[src/rtl/bbox_scanner.sv]
// bbox_scanner: walks every pixel of an inclusive integer box, one coordinate per valid/ready beat.
// Define BBOX_SCAN_SERPENTINE_EN for boustrophedon (alternating direction) row order.
module bbox_scanner #(
  parameter int WIDTH = 16
) (
  input  logic             CLK,
  input  logic             RST_N,
  input  logic             box_valid,
  output logic             box_ready,
  input  logic [WIDTH-1:0] XMIN,
  input  logic [WIDTH-1:0] XMAX,
  input  logic [WIDTH-1:0] YMIN,
  input  logic [WIDTH-1:0] YMAX,
  output logic             pix_valid,
  input  logic             pix_ready,
  output logic [WIDTH-1:0] pix_x,
  output logic [WIDTH-1:0] pix_y,
  output logic             pix_eol,
  output logic             pix_last,
  output logic             box_empty,
  output logic             busy
);
  typedef enum logic {IDLE, SCAN} state_t;
  state_t state, state_d;
  logic [WIDTH-1:0] xmin, xmax, ymax, x, y, row_end, x_step, x_row;
  logic accept, degen, beat;
`ifdef BBOX_SCAN_SERPENTINE_EN
  logic odd;
  assign row_end = odd ? xmin : xmax;
  assign x_step  = odd ? x - 1'b1 : x + 1'b1;
  assign x_row   = x;
  always_ff @(posedge CLK or negedge RST_N)
    if (!RST_N) odd <= 1'b0;
    else if (accept) odd <= 1'b0;
    else if (beat & pix_eol & !pix_last) odd <= ~odd;
`else
  assign row_end = xmax;
  assign x_step  = x + 1'b1;
  assign x_row   = xmin;
`endif
  always_comb begin
    box_ready = state == IDLE;
    busy      = state == SCAN;
    pix_valid = busy;
    accept    = box_ready & box_valid;
    degen     = (XMIN > XMAX) | (YMIN > YMAX);
    beat      = pix_valid & pix_ready;
    pix_eol   = busy & (x == row_end);
    pix_last  = pix_eol & (y == ymax);
    state_d   = (accept & !degen) ? SCAN : (beat & pix_last) ? IDLE : state;
  end
  // Equality-only end tests keep boxes touching 2^WIDTH-1 from wrapping.
  always_ff @(posedge CLK or negedge RST_N)
    if (!RST_N) begin
      state     <= IDLE;
      xmin      <= '0;
      xmax      <= '0;
      ymax      <= '0;
      x         <= '0;
      y         <= '0;
      box_empty <= 1'b0;
    end else begin
      state     <= state_d;
      box_empty <= accept & degen;
      if (accept) begin
        xmin <= XMIN;
        xmax <= XMAX;
        ymax <= YMAX;
        x    <= XMIN;
        y    <= YMIN;
      end else if (beat & !pix_last) begin
        x <= pix_eol ? x_row : x_step;
        y <= pix_eol ? y + 1'b1 : y;
      end
    end
  assign pix_x = x;
  assign pix_y = y;
endmodule

[config.mk]
export PLATFORM = sky130hd
export DESIGN_NAME = bbox_scanner
export DESIGN_NICKNAME = d
export VERILOG_FILES = /design/src/rtl/bbox_scanner.sv
export SDC_FILE = /design/constraint.sdc
export NUM_CORES = 1
export LEC_CHECK = 0
export CORE_ASPECT_RATIO = 1.75
export CORE_MARGIN = 8
export CORE_UTILIZATION = 55
export CTS_CLUSTER_SIZE = 30
export DETAILED_ROUTE_END_ITERATION = 16
export PLACE_DENSITY = 0.93
export SETUP_SLACK_MARGIN = 0.1
export SKIP_CTS_REPAIR_TIMING = 1
export SYNTH_ARGS = -nofsm -noshare
export SYNTH_HDL_FRONTEND = slang
export SYNTH_SLANG_ARGS = --single-unit
[constraint.sdc]
create_clock -name CLK -period 3.8 [get_ports CLK]
set_clock_uncertainty 0.15 [all_clocks]
set_input_delay 0.76 -clock CLK [delete_from_list [all_inputs] [get_ports CLK]]
set_output_delay 0.76 -clock CLK [all_outputs]
set_load 0.02 [all_outputs]
==> results of run 1 <==
[per-stage QoR]
step / util / instances
after global placement: 0.681 / 777
final: 0.718 / 794
after detailed placement: 0.681 / 777
after CTS: 0.715 / 792
after floorplan: - / 577
after global routing: 0.718 / 794
[cells by family after synthesis]
group,count (synthesis),synth area share
AOI/OAI and AO/OA,121,0.150
xor gates and xnor gates,53,0.0950
adders and majority gates,34,0.0830
buffers and inverters,65,0.0583
DFF,82,0.400
muxes,1,0.00195
and+or+nand+nor,221,0.211
[cells in the final DEF (no fill, tap or decap), types with 6 or more instances in the layout]
cell                              netlist  routed
sky130_fd_sc_hd__clkbuf_16              0       9
sky130_fd_sc_hd__a21o_1                10      10
sky130_fd_sc_hd__inv_1                 37      37
sky130_fd_sc_hd__xnor2_1               39      38
sky130_fd_sc_hd__nor2_1                17      17
sky130_fd_sc_hd__buf_4                  4       6
sky130_fd_sc_hd__ha_1                  34      34
sky130_fd_sc_hd__a21oi_1               15      15
sky130_fd_sc_hd__clkdlybuf4s50_1        0     103
sky130_fd_sc_hd__o21ai_1                9       9
sky130_fd_sc_hd__dfrtp_1               82      82
sky130_fd_sc_hd__nand3_1               25      25
sky130_fd_sc_hd__o211ai_1               7       7
sky130_fd_sc_hd__nand4_1               18      18
sky130_fd_sc_hd__o21ai_0               46      46
sky130_fd_sc_hd__xor2_1                11      11
sky130_fd_sc_hd__nand2_1              126     125
[report_power, final]
part	total [mW]	internal [mW]	switching, mW
logic	2.07	0.956	1.11
clock network	0.899	0.558	0.341
registers	1.79	1.28	0.509
[worst max-delay path, cell delays in order (launching register included)]
cell                              delay, ns
sky130_fd_sc_hd__dfrtp_1               0.46
sky130_fd_sc_hd__xnor2_1               0.23
sky130_fd_sc_hd__nand4_2               0.19
sky130_fd_sc_hd__nor4_2                0.35
sky130_fd_sc_hd__nand3_2               0.17
sky130_fd_sc_hd__buf_4                 0.22
sky130_fd_sc_hd__inv_1                 0.06
sky130_fd_sc_hd__clkdlybuf4s50_1       0.60
[Yosys cell counts, types with 2 or more instances]
cell type	number
sky130_fd_sc_hd__buf_6	5
sky130_fd_sc_hd__nand3_1	25
sky130_fd_sc_hd__nor4_2	2
sky130_fd_sc_hd__nor2_1	17
sky130_fd_sc_hd__o21bai_1	2
sky130_fd_sc_hd__a21o_1	10
sky130_fd_sc_hd__xnor2_1	39
sky130_fd_sc_hd__nand4_2	2
sky130_fd_sc_hd__ha_1	34
sky130_fd_sc_hd__a31oi_1	3
sky130_fd_sc_hd__o211ai_1	7
sky130_fd_sc_hd__clkbuf_1	16
sky130_fd_sc_hd__o31ai_1	2
sky130_fd_sc_hd__o211ai_2	2
sky130_fd_sc_hd__a21oi_1	15
sky130_fd_sc_hd__or2_2	2
sky130_fd_sc_hd__nand4_1	18
sky130_fd_sc_hd__o31a_1	4
sky130_fd_sc_hd__a211oi_1	4
sky130_fd_sc_hd__and4_1	2
sky130_fd_sc_hd__xnor2_2	3
sky130_fd_sc_hd__buf_2	2
sky130_fd_sc_hd__dfrtp_1	82
sky130_fd_sc_hd__buf_4	4
sky130_fd_sc_hd__nand4b_2	2
sky130_fd_sc_hd__o21ai_0	46
sky130_fd_sc_hd__and2_1	4
sky130_fd_sc_hd__xor2_1	11
sky130_fd_sc_hd__nand2_1	126
sky130_fd_sc_hd__or4_1	2
sky130_fd_sc_hd__and3_1	4
sky130_fd_sc_hd__nor2b_1	4
sky130_fd_sc_hd__inv_1	37
sky130_fd_sc_hd__o21ai_1	9
sky130_fd_sc_hd__a21boi_0	4
[registers in the layout (all words and copies together) (netlist names)]
register,flops
box_empty,1
busy,1
pix_x,16
pix_y,16
row_end,16
x_row,16
ymax,16
[layer usage]
layer	part of all wire	wire, um	vias up
met4	0.051	806	0
li1	-	-	2165
met2	0.53	8440	239
met1	0.35	5530	2313
met5	0	0	-
met3	0.066	1040	60
[worst paths after layout]
kind | start | endpoint | slack [ns] | depth (start not counted)
worst max-delay path | pix_x[6]$_DFFE_PN0P_ | pix_eol | 0.25 | 7
worst min-delay path | x_row[15]$_DFFE_PN0P_ | x_row[15]$_DFFE_PN0P_ | 0.33 | 2
worst max register to register | pix_y[0]$_DFFE_PN0P_ | pix_x[9]$_DFFE_PN0P_ | 0.81 | 8
worst min register to register | x_row[15]$_DFFE_PN0P_ | x_row[15]$_DFFE_PN0P_ | 0.33 | 2
max in group asynchronous | RST_N | x_row[15]$_DFFE_PN0P_ | 2.37 | 1
min in group asynchronous | RST_N | ymax[12]$_DFFE_PN0P_ | 0.44 | 1
[area by class of cell]
type,instances,area (sq um)
Tap cell,120,150
Fill cell,712,2570
Sequential cell,82,2050
Clock inverter,2,35.0
Timing Repair Buffer,110,1090
Inverter,37,139
Clock buffer,13,270
Multi-Input combinational cell,430,2790
==> results.rst, run 1 <==
.. list-table::
   :header-rows: 1

   * - Metric
     - Value
   * - Outcome
     - finished clean
   * - Number of buffers added on ports
     - ~110
   * - Final setup violation count
     - 0
   * - Mapped Area
     - just over 5000 sq um
   * - Placement Rows
     - between 40 and 50
   * - Final cell area excluding filler cells
     - between 6000 and 7000 sq um
   * - Number of pins exceeding their max-slew limit in the final report
     - 0
   * - IR drop worst, VDD
     - 0.000475 V
   * - Drt first pass iters
     - 6
   * - Met2 Track Usage GR
     - 0.460
   * - Post-route setup TNS
     - 0 ns
   * - Fraction of synthesized cell area taken by the top area cell type
     - 0.400
   * - EDFF count, synth
     - 0
   * - Maximum root-to-sink buffer count
     - 2
   * - Effective utilization at floorplan
     - 0.564
   * - Wire length of the first global-routing pass
     - ~25 mm
   * - Floorplan Core Area
     - slightly above 9000 sq um
   * - CTS Root Buffer Type
     - sky130_fd_sc_hd__clkbuf_16
   * - Power density over the cells
     - ~730 nW/um^2
   * - Final hold violation count
     - 0
   * - GRT busiest layer
     - met2
   * - DRC viols
     - 0
   * - Gate count of the mapped netlist
     - 577
   * - Overall die area
     - between 10000 and 15000 sq um
   * - Post-Place Worst Slack
     - roughly 0.52 ns
   * - Sink count of the clock tree
     - 82
   * - Count of cell types in the netlist
     - 61
   * - Detailed placer's ending HPWL
     - between 10 and 15 mm
   * - Gpl congestion
     - 0.930
   * - Proportion of layout cells with a drive suffix above 1
     - 0.0682
   * - Met3 track demand over resource in global routing
     - 0.0618
   * - Maximum clock frequency
     - around 0.28 GHz
   * - Slew Limit Headroom
     - 0.300
   * - Count of routing violations after the opening detailed-route iteration
     - 413
   * - Y dimension of the die
     - 144 um
   * - Number of synthesis warnings
     - 0
   * - Critical path launch point type
     - flip-flop
   * - Top cells by area in the synthesized netlist
     - sky130_fd_sc_hd__dfrtp_1 40%, sky130_fd_sc_hd__nand2_1 9.2%, sky130_fd_sc_hd__ha_1 8.3%
   * - Worst path required time
     - approximately 2.9 ns
   * - Clock H-tree levels
     - 3
   * - Setup repair after global routing missed its margin
     - no
   * - TritonCTS clock tree
     - built
   * - Largest net degree at the start of global routing
     - a little over 80
   * - Clock transition at path regs
     - roughly 0.060 ns
   * - Final WS setup
     - between 0.2 and 0.3 ns
   * - Initial antenna violation count
     - 0
   * - Num CTS Buffers
     - 9
   * - Class of the most critical hold timing path
     - reg2reg
   * - Die Width
     - 89.0 um
   * - Proportion of synthesized chip area in sequential cells
     - 0.400
   * - Endpoint class of the critical path
     - output port
   * - Minimum period implied by the final worst setup slack
     - approximately 3.5 ns
   * - Largest fanout of any net on the critical path
     - 7
   * - Leak pwr
     - 3.02 nW
   * - Number of vias per cell after detailed routing
     - 6.02
   * - Worst slack on hold paths
     - 0.329 ns
   * - Final WL
     - approximately 16 mm
   * - Most used flip-flop cell after synthesis
     - sky130_fd_sc_hd__dfrtp_1
   * - Signal arrival time at the worst endpoint
     - around 2.6 ns
   * - Post-DP Area
     - just over 6000 sq um
   * - Proportion of register bits with asynchronous set or reset after synthesis
     - 1.00
   * - Antenna-violating nets left
     - 0
   * - Slew at the pin closest to its max-slew limit
     - around 1.1 ns
   * - Count of state elements after synthesis
     - between 80 and 90
   * - Worst-skew pair later-pin latency
     - between 0.3 and 0.4 ns
   * - Global-route met1 utilization
     - 0.265
   * - Post-route clock period utilization
     - 0.934
   * - Vias in the first global route
     - 5159
   * - Routed WL per cell
     - 19.9 um
   * - Net total in the final layout
     - approximately 770
   * - Total track usage
     - 0.261
   * - Number of top-level pins
     - 106
   * - Overall power after layout
     - approximately 4.8 mW
   * - Remaining global-route overflow
     - 0
   * - Cell taking the most area after synthesis
     - sky130_fd_sc_hd__dfrtp_1
   * - WS Path Type
     - reg2out
   * - Total nets after synthesis
     - ~680
   * - Total via count in the routed design
     - between 4000 and 5000
   * - Mean Syn Cell Area
     - slightly below 9 sq um
   * - Max capacitance violation total
     - 0
   * - Count of antenna diodes in the layout
     - 0
   * - Area overhead of the layout relative to synthesis
     - 27.3%
No activity file was read; power rests on OpenSTA's default activity.
==> run 2, diff against run 1 <==
--- a/config.mk
+++ b/config.mk
@@ -8,7 +8,6 @@
 export CORE_ASPECT_RATIO = 1.75
 export CORE_MARGIN = 8
 export CORE_UTILIZATION = 55
-export CTS_CLUSTER_SIZE = 30
 export DETAILED_ROUTE_END_ITERATION = 16
 export PLACE_DENSITY = 0.93
 export SETUP_SLACK_MARGIN = 0.1
==> results of run 2 <==
No change in the layout: final DEF, timing and power equal those of run 1.
==> run 3, diff against run 2 <==
--- a/config.mk
+++ b/config.mk
@@ -10,7 +10,6 @@
 export CORE_UTILIZATION = 55
 export DETAILED_ROUTE_END_ITERATION = 16
 export PLACE_DENSITY = 0.93
-export SETUP_SLACK_MARGIN = 0.1
 export SKIP_CTS_REPAIR_TIMING = 1
 export SYNTH_ARGS = -nofsm -noshare
 export SYNTH_HDL_FRONTEND = slang
==> run 3 against run 2 <==
Effect of this change:
- flip-flop and latch count is the same
- non-clock buffer count is 2 lower
- design area fell by 0.38%
- clock-buffer cell count unchanged
- critical path type unchanged
- critical endpoint is now pix_last
- largest power group unchanged
==> results.rst, run 3 (synthesis gave the netlist of run 1 again) <==
.. list-table::
   :header-rows: 1

   * - Metric
     - Value
   * - Worst Hold End
     - x_row[14]$_DFFE_PN0P_
   * - Worst setup slack for register-to-register paths
     - 0.75 ns (-0.06 ns)
   * - Final setup violation count
     - 0 (unchanged)
   * - Post-route setup TNS
     - 0 ns (unchanged)
   * - Sink count of the clock tree
     - 82 (unchanged)
   * - Power density over the cells
     - 730 nW/um^2 (+0.26%)
   * - DRC viols
     - 0 (unchanged)
   * - Num CTS Buffers
     - 9 (unchanged)
   * - Remaining global-route overflow
     - 0 (unchanged)
   * - Outcome
     - finished clean
   * - Final WL
     - 15.8 mm (-0.12%)
   * - Minimum period implied by the final worst setup slack
     - 3.69 ns (+0.145 ns)
   * - TritonCTS clock tree
     - built
   * - IR drop worst, VDD
     - 0.000475 V (about the same)
   * - Launching point of the worst reg2reg path
     - pix_x[14]$_DFFE_PN0P_
   * - Setup repair after global routing missed its margin
     - no
   * - Sequential cell area
     - 2050 sq um (unchanged)
   * - Antenna-violating nets left
     - 0 (unchanged)
   * - Placement Rows
     - 46 (unchanged)
   * - Overall die area
     - 12800 sq um (unchanged)
   * - Signal arrival time at the worst endpoint
     - 2.78 ns (+0.14 ns)
   * - Wire length of the first global-routing pass
     - 25.5 mm (unchanged)
   * - Worst path required time
     - 2.89 ns (about the same)
   * - Count of cells along the worst hold path
     - 2 (unchanged)
   * - Number of fill cells in the layout
     - 714 (+0.28%)
   * - Final core utilization
     - 0.715 (-0.00275)
   * - List of cells traversed by the critical path
     - xnor2_1 > nand4_1 > nor4_2 > nand3_2 > nor2b_1 > clkdlybuf4s50_1
   * - Number of vias per cell after detailed routing
     - 6.02 (about the same)
   * - Largest net degree at the start of global routing
     - 83 (unchanged)
   * - Largest fanout of any net on the critical path
     - 6 (-1)
   * - Commonest cells after routing, fill and taps aside
     - 125 x sky130_fd_sc_hd__nand2_1, 104 x sky130_fd_sc_hd__clkdlybuf4s50_1, 82 x sky130_fd_sc_hd__dfrtp_1
   * - Effective utilization at floorplan
     - 0.564 (unchanged)
   * - Number of buffers added on ports
     - 105 (unchanged)
   * - Total via count in the routed design
     - 4766 (-0.23%)
   * - Critical path launch point type
     - flip-flop
   * - Total track usage
     - 0.261 (unchanged)
   * - Routed WL per cell
     - 19.9 um (+0.13%)
   * - R2R cell count
     - 7 (-1)
   * - Gpl congestion
     - 0.930 (unchanged)
   * - Class of the most critical hold timing path
     - reg2reg
   * - Cell with the largest stage delay on the worst path
     - sky130_fd_sc_hd__clkdlybuf4s50_1
   * - Worst-skew pair later-pin latency
     - 0.34 ns (about the same)
   * - Min-Delay Startpoint
     - x_row[14]$_DFFE_PN0P_
   * - Drt first pass iters
     - 5 (-1)
   * - Slew Limit Headroom
     - 0.304 (+0.00451)
   * - Area overhead of the layout relative to synthesis
     - 26.9%
   * - Leak pwr
     - 2.99 nW (-1.1%)
   * - Detailed placer's ending HPWL
     - 11.9 mm (unchanged)
   * - Multi-input gate area
     - 2780 sq um (-0.27%)
   * - Final hold violation count
     - 0 (unchanged)
   * - Endpoint class of the critical path
     - output port
   * - Y dimension of the die
     - 144 um (unchanged)
   * - Maximum clock frequency
     - 0.271 GHz (-3.9%)
   * - Clock transition at path regs
     - 0.06 ns (about the same)
   * - CTS Root Buffer Type
     - sky130_fd_sc_hd__clkbuf_16
   * - Maximum root-to-sink buffer count
     - 2 (unchanged)
   * - Delay contributed by the slowest stage of the critical path
     - 0.69 ns (+0.09 ns)
   * - WS Path Type
     - reg2out
   * - Clock H-tree levels
     - 3 (unchanged)
   * - Count of routing violations after the opening detailed-route iteration
     - 368 (-11%)
   * - Floorplan Core Area
     - 9090 sq um (unchanged)
   * - Initial antenna violation count
     - 0 (unchanged)
   * - Most common cell after layout, fill and taps aside
     - sky130_fd_sc_hd__nand2_1
   * - Proportion of layout cells with a drive suffix above 1
     - 0.0640 (-0.00426)
   * - Post-route clock period utilization
     - 0.972 (+0.0382)
   * - Max capacitance violation total
     - 0 (unchanged)
   * - Number of top-level pins
     - 106 (unchanged)
   * - Die Width
     - 89.0 um (unchanged)
   * - Net total in the final layout
     - 770 (-0.26%)
   * - Vias in the first global route
     - 5159 (unchanged)
   * - Slew at the pin closest to its max-slew limit
     - 1.04 ns (-0.00677 ns)
   * - Reg-to-reg endpoint
     - pix_x[9]$_DFFE_PN0P_
   * - Count of antenna diodes in the layout
     - 0 (unchanged)
   * - Number of pins exceeding their max-slew limit in the final report
     - 0 (unchanged)
==> run 3: routing by layer <==
metal / global-route usage / up-vias / share of wire
met5: 0 / - / 0
met1: 0.265 / 2307 / 0.35
li1: - / 2161 / -
met4: 0.162 / 0 / 0.053
met3: 0.0618 / 61 / 0.066
met2: 0.460 / 237 / 0.53
==> run 3: per-stage QoR <==
stage | instances | worst slack (ns) | hold WS, ns | power, mW | instance area [sq um]
floorplan | 577 | 1.05 | 0.289 | 3.01 | 5120
global placement | 777 | 0.590 | 0.303 | 3.72 | 6200
detailed placement | 777 | 0.525 | 0.313 | 3.81 | 6200
CTS | 792 | 0.125 | 0.328 | 4.74 | 6500
global route | 792 | 0.000887 | 0.354 | 5.01 | 6500
finish | 792 | 0.108 | 0.327 | 4.75 | 6500
==> run 3: where the power goes <==
| part | leakage, nW | switching [mW] | internal [mW] |
|---|---|---|---|
| clock network | 0.152 | 0.341 | 0.558 |
| registers | 1.00 | 0.505 | 1.28 |
| logic | 1.83 | 1.12 | 0.951 |
==> run 3: worst max-delay path: cells and delay by family, from the launching register on <==
| family | cells | cell delay [ns] |
|---|---|---|
| simple gates | 4 | 0.93 |
| buf+inv | 1 | 0.69 |
| xor+xnor | 1 | 0.36 |
| flops | 1 | 0.46 |
==> run 3: final cells by class <==
class,count,share of cell area
multi-input cells,430,0.428
flip-flops and latches,82,0.316
repair buffers,108,0.165
clock buffers,13,0.0416
well taps,120,0.0231
inverters,37,0.0214
clock inverters,2,0.00539
==> run 3: worst max path at each step <==
stage          slack [ns]                  start  endpoint  depth (start not counted)
3_5_place_dp         0.52   pix_y[0]$_DFFE_PN0P_  pix_last                          5
6_report             0.11  pix_x[14]$_DFFE_PN0P_  pix_last                          6
2_1_floorplan        1.05   pix_x[7]$_DFFE_PN0P_  pix_last                          6
4_1_cts              0.12   pix_y[0]$_DFFE_PN0P_  pix_last                          5
3_3_place_gp         0.59   pix_y[0]$_DFFE_PN0P_  pix_last                          5
5_1_grt            0.0009   pix_y[1]$_DFFE_PN0P_  pix_last                          5
